===== config.mk =====
export PLATFORM = sky130hd
export DESIGN_NAME = call_scheduler
export DESIGN_NICKNAME = d
export VERILOG_FILES = /design/src/rtl/call_scheduler_pkg.sv /design/src/rtl/call_seeker.sv /design/src/rtl/call_scheduler.sv
export SDC_FILE = /design/constraint.sdc
export NUM_CORES = 1
export LEC_CHECK = 0
export ABC_AREA = 1
export CORE_ASPECT_RATIO = 1.75
export CORE_MARGIN = 3
export CORE_UTILIZATION = 35
export DETAILED_ROUTE_END_ITERATION = 8
export GPL_TIMING_DRIVEN = 0
export SETUP_SLACK_MARGIN = 0.1
export SLEW_MARGIN = 20
export SYNTH_ARGS = -nofsm -noshare
export SYNTH_HDL_FRONTEND = slang
export SYNTH_HIERARCHICAL = 1
export SYNTH_SLANG_ARGS = --single-unit

===== constraint.sdc =====
create_clock -name CLK -period 7.61 [get_ports CLK]
set_clock_uncertainty 0.15 [all_clocks]
set_input_delay 0.761 -clock CLK [delete_from_list [all_inputs] [get_ports CLK]]
set_output_delay 0.761 -clock CLK [all_outputs]
set_load 0.01 [all_outputs]

===== src/rtl/call_scheduler_pkg.sv =====
// Shared definitions for the call scheduler and the elevator controller.
//   FW          : default floor-code width in bits
//   FLOOR_NONE  : floor code meaning "no call / no target"
//   DIR_*       : encodings carried on the direction bus
//   ST_*        : scheduler FSM state encodings
//   state_to_dir: maps an FSM state onto the direction bus
package call_scheduler_pkg;

  localparam int FW         = 3;
  localparam int FLOOR_NONE = 0;

  localparam logic [1:0] DIR_IDLE = 2'b00;
  localparam logic [1:0] DIR_UP   = 2'b01;
  localparam logic [1:0] DIR_DOWN = 2'b10;

  localparam logic [1:0] ST_IDLE = 2'b00;
  localparam logic [1:0] ST_UP   = 2'b01;
  localparam logic [1:0] ST_DOWN = 2'b10;

  function automatic logic [1:0] state_to_dir(input logic [1:0] st);
    case (st)
      ST_UP:   state_to_dir = DIR_UP;
      ST_DOWN: state_to_dir = DIR_DOWN;
      default: state_to_dir = DIR_IDLE;
    endcase
  endfunction

endpackage


===== src/rtl/call_seeker.sv =====
// Combinational search for the nearest pending floor on one side of the
// current floor, the current floor itself included.
//   SEEK_UP=1 : nearest pending floor >= current_floor
//   SEEK_UP=0 : nearest pending floor <= current_floor
// Ports:
//   pending       in  FLOORS  latched calls, bit i-1 = floor i
//   current_floor in  FW      floor the cab is at
//   nearest       out FW      nearest matching floor, FLOOR_NONE if none
module call_seeker
  import call_scheduler_pkg::*;
#(
  parameter int FLOORS  = 7,
  parameter int FW      = 3,
  parameter bit SEEK_UP = 1'b1
) (
  input  logic [FLOORS-1:0] pending,
  input  logic [FW-1:0]     current_floor,
  output logic [FW-1:0]     nearest
);

  // Scan from the far end toward the cab so the last hit is the closest.
  always_comb begin
    nearest = FW'(FLOOR_NONE);
    if (SEEK_UP) begin
      for (int i = FLOORS; i >= 1; i--) begin
        if (pending[i-1] && (i >= int'(current_floor))) nearest = FW'(i);
      end
    end else begin
      for (int i = 1; i <= FLOORS; i++) begin
        if (pending[i-1] && (i <= int'(current_floor))) nearest = FW'(i);
      end
    end
  end

endmodule


===== src/rtl/call_scheduler.sv =====
// Latches hall and cab calls and decides where the elevator goes next.
// Handshake: there is none; calls are level codes sampled on every edge and
// arrived is a single-cycle pulse qualified by a nonzero current_floor.
// Ports:
//   CLK, RST       clock and synchronous active-high reset
//   interior_call  cab call code (needs authorized), 0 = none
//   exterior_call  hall call code, 0 = none
//   authorized     keypad login valid
//   current_floor  floor reported by the elevator, 0 = invalid
//   arrived        stopped at current_floor, clear its call
//   target_floor   next floor to serve, 0 = none (registered)
//   target_valid   target_floor is nonzero (registered)
//   direction      FSM state as 00 idle / 01 up / 10 down (registered)
//   pending        latched call bitmap, bit i-1 = floor i
module call_scheduler #(
  parameter int FLOORS = 7,
  parameter int FW     = call_scheduler_pkg::FW
) (
  input  logic              CLK,
  input  logic              RST,
  input  logic [FW-1:0]     interior_call,
  input  logic [FW-1:0]     exterior_call,
  input  logic              authorized,
  input  logic [FW-1:0]     current_floor,
  input  logic              arrived,
  output logic [FW-1:0]     target_floor,
  output logic              target_valid,
  output logic [1:0]        direction,
  output logic [FLOORS-1:0] pending
);

  import call_scheduler_pkg::*;

  logic [1:0]        state, state_next;
  logic [FW-1:0]     target_next;
  logic [FLOORS-1:0] pending_next;
  logic [FW-1:0]     up_near, dn_near;
  logic              cur_ok, any_above, any_below, cur_set;

  // Codes of 0 or above FLOORS decode to an empty mask.
  function automatic logic [FLOORS-1:0] floor_mask(input logic [FW-1:0] code);
    floor_mask = '0;
    for (int i = 1; i <= FLOORS; i++) begin
      if (int'(code) == i) floor_mask[i-1] = 1'b1;
    end
  endfunction

  call_seeker #(.FLOORS(FLOORS), .FW(FW), .SEEK_UP(1'b1)) u_seek_up (
    .pending       (pending),
    .current_floor (current_floor),
    .nearest       (up_near)
  );

  call_seeker #(.FLOORS(FLOORS), .FW(FW), .SEEK_UP(1'b0)) u_seek_dn (
    .pending       (pending),
    .current_floor (current_floor),
    .nearest       (dn_near)
  );

  assign cur_ok    = (current_floor != FW'(FLOOR_NONE)) && (int'(current_floor) <= FLOORS);
  // Seekers include the current floor, so "strictly" above/below excludes it.
  assign any_above = (up_near != FW'(FLOOR_NONE)) && (up_near != current_floor);
  assign any_below = (dn_near != FW'(FLOOR_NONE)) && (dn_near != current_floor);
  assign cur_set   = cur_ok && (up_near == current_floor);

  // Arrival clear is applied last so it beats a same-cycle call.
  always_comb begin
    pending_next = pending | floor_mask(exterior_call);
    if (authorized) pending_next = pending_next | floor_mask(interior_call);
    if (arrived) pending_next = pending_next & ~floor_mask(current_floor);
  end

  always_comb begin
    state_next = state;
    case (state)
      ST_UP: begin
        if (up_near != FW'(FLOOR_NONE))      state_next = ST_UP;
        else if (dn_near != FW'(FLOOR_NONE)) state_next = ST_DOWN;
        else                                 state_next = ST_IDLE;
      end
      ST_DOWN: begin
        if (dn_near != FW'(FLOOR_NONE))      state_next = ST_DOWN;
        else if (up_near != FW'(FLOOR_NONE)) state_next = ST_UP;
        else                                 state_next = ST_IDLE;
      end
      default: begin
        if (any_above)      state_next = ST_UP;
        else if (any_below) state_next = ST_DOWN;
        else                state_next = ST_IDLE;
      end
    endcase
  end

  always_comb begin
    case (state_next)
      ST_UP:   target_next = up_near;
      ST_DOWN: target_next = dn_near;
      default: target_next = cur_set ? current_floor : FW'(FLOOR_NONE);
    endcase
  end

  // Calls keep latching while the floor is unknown; decisions freeze.
  always_ff @(posedge CLK) begin
    if (RST) begin
      pending      <= '0;
      state        <= ST_IDLE;
      target_floor <= FW'(FLOOR_NONE);
      target_valid <= 1'b0;
    end else begin
      pending <= pending_next;
      if (cur_ok) begin
        state        <= state_next;
        target_floor <= target_next;
        target_valid <= (target_next != FW'(FLOOR_NONE));
      end
    end
  end

  assign direction = state_to_dir(state);

endmodule

==> metrics <==
switching share of power 38.0%; Slew @ Worst Pin 0.489 ns; Max Cap Viol 0; final number of max-transition violations 0; largest net degree at the start of global routing 14; Area Overhead vs Synth 29.6%; crit path max fanout 13; LEAKAGE 0.000761 uW; Total GRT Usage 15.6%; Synth Net Count 213; post-route cell area 0.00153 mm^2; Setup CP Type in -> reg; initial antenna violation count 0; Yosys top cell area share 22.1%; Initial Utilization 37.1%; Post-CTS Setup Bufs 0; maximum VDD drop 0.101 mV; WHS Path Cells 2; hold path startpoint target_floor[2]; Core Region 0.00318 mm^2; total grt overflow 0; Num CTS Buffers 3; Critical path origin current_floor[2]; syn avg cell area 6.01 um^2; Detailed Route Iter0 Violations 34; # setup viols final 0; DRC 0; total number of yosys warnings 6; CP Data Arrival Time 3.84 ns; Die Width 49.8 um; Mapped Cells 196; clk_lat worst skew 0.24 ns; top_reg_cell synth dfxtp_1; synthesized cell area 0.00118 mm^2; CTS resizes 0; Synth area leaders dfxtp_1 22%, nand2_1 17%, inv_1 10%; routed len/inst 11.2 um; final hold vios 0; Psw 105 uW; H-tree Lvls 1; Crit-path slowest cell clkdlybuf4s50_1; dominant cell type by area after synthesis dfxtp_1; Via density 4.83; clock-pin slew on the worst setup and hold paths 0.05 ns; vias 1,295; nets@finish 243; Worst Path Required 7.59 ns; Rel. slew slack 67.2%; final setup TNS 0 ns; Pint 172 uW; CP Launch Type input port; sequential-to-total area share from yosys stat 22.1%; first-pass GRT wire length 4950 um; R2R Path Start pending[3]; Seq pwr share 30.4%; Vert. Die Dim 82.7 um; I/O pins 26; fin crit period 3.86 ns; CP peak stage delay 0.73 ns; Post-DRT Antenna Nets 0; worst hold path type reg -> reg; Distinct cells, synth 33; share of power burned in combinational logic 47.4%; CTS tree yes; drt first pass iters 4; Area after DPL 0.00148 mm^2; Fmax 259 MHz; std cell rows 27; Post-synth EDFFs 0; Routed WL 2990 um; Clock power frac 22.2%; Synth async-reset ratio 0%; clock root buffer clkbuf_8; R2R cell count 20; GPL Wtd Cong 0.836; pwr/cell area 182 mW/mm^2; hold buffers post-CTS 0; RSZ-0062 raised after global routing false; CTS Buffer Depth 2; final worst-path cycle share 50.7%; most common cell in the netlist nand2_1; share of layout cells above drive strength 1 7.11%; outcome finished, final reports clean; die area 0.00412 mm^2; Num Clock Sinks 13; Synth top cells by count 54 x nand2_1, 32 x inv_1, 16 x nor2_1; Worst setup EP type flop; vias in the first global route 1,160; Detail Placement HPWL 2450 um; ant diodes 0; Port Buffer Count 25; crit path cell chain clkdlybuf4s50_1 > inv_1 > nand3_1 > nand2_1 > nor3_1 > inv_1 > nand2_1 > nor2_1 > o21ai_0 > nand2_1 > nand2_2 > inv_1 > ha_1 > inv_1 > nor3_1 > nand2_1 > nand2_1 > inv_1 > nand3_1 > nor2_1 > nor2_1; Yosys reg bits 13
layer usage:
layer	vias to the layer above	share of wire, %	track usage [%]
li1	690	-	-
met1	559	42	16.1
met2	36	50	30.0
met3	10	4.1	2.87
met4	0	3.9	7.20
met5	-	0	0
worst max-delay path, delay by kind of cell:
kind | cells | cell delay (ns)
and+or+nand+nor | 13 | 1.36
buffers and inverters | 6 | 1.28
AOI/OAI and AO/OA | 1 | 0.14
adders and majority gates | 1 | 0.28
state kept, by name (all words and copies together) (netlist names):
name / flops
target_floor: 3
state: 2
pending: 7
target_valid: 1
logic make-up (layout without fill, tap and decap cells):
logic type               count (synthesis)  in the layout  share of synthesized area (%)
XOR/XNOR                                 6              6                           5.10
AO/OA/AOI/OAI                           30             30                           16.8
AND/OR/NAND/NOR                        105            105                           37.9
flip-flops                              13             13                           22.1
buffers and inverters                   38             67                           13.8
adder cells (fa/ha/maj)                  4              4                           4.25
metrics by stage:
stage / setup WS [ns] / std cells / hold slack (ns) / power, uW / utilization [%]
after floorplan: 4.65 / 196 / 0.380 / 174 / -
after global placement: 3.45 / 264 / 0.357 / 219 / 46.7
after detailed placement: 3.48 / 264 / 0.366 / 219 / 46.7
after CTS: 3.73 / 268 / 0.383 / 282 / 48.1
after global routing: 3.40 / 268 / 0.436 / 305 / 48.1
final: 3.75 / 268 / 0.376 / 277 / 48.1
power by group through the flow:
stage,combinational [uW],clock (uW),sequential (uW)
6_report,131,61.5,84.5
5_1_grt,151,67.9,85.8
4_1_cts,133,63.7,84.6
3_5_place_dp,133,0,86.0
3_3_place_gp,133,0,86.0
2_1_floorplan,87.3,0,86.6
final timing paths:
path,slack [ns],end
max,3.75,target_valid
min,0.38,target_floor[2]
min reg2reg,0.38,target_floor[2]
max reg2reg,4.70,target_valid
cell usage in the layout, fill, tap and decap left out, drive strengths merged, types with 5 or more instances in the layout:
cell,count
dfxtp,13
clkdlybuf4s50,25
nor3,15
o21ai,11
nor2,19
nand3,13
inv,34
a21oi,5
nand2,55
area by class of cell:
type / count / area, um^2
sequential: 13 / 260
inverter: 34 / 128
fill: 375 / 1650
multi-input combinational: 145 / 754
timing repair buffer: 25 / 250
buffer: 4 / 35.0
clock buffer: 4 / 45.0
tap: 43 / 53.8
(Power assumes the default switching activity.)
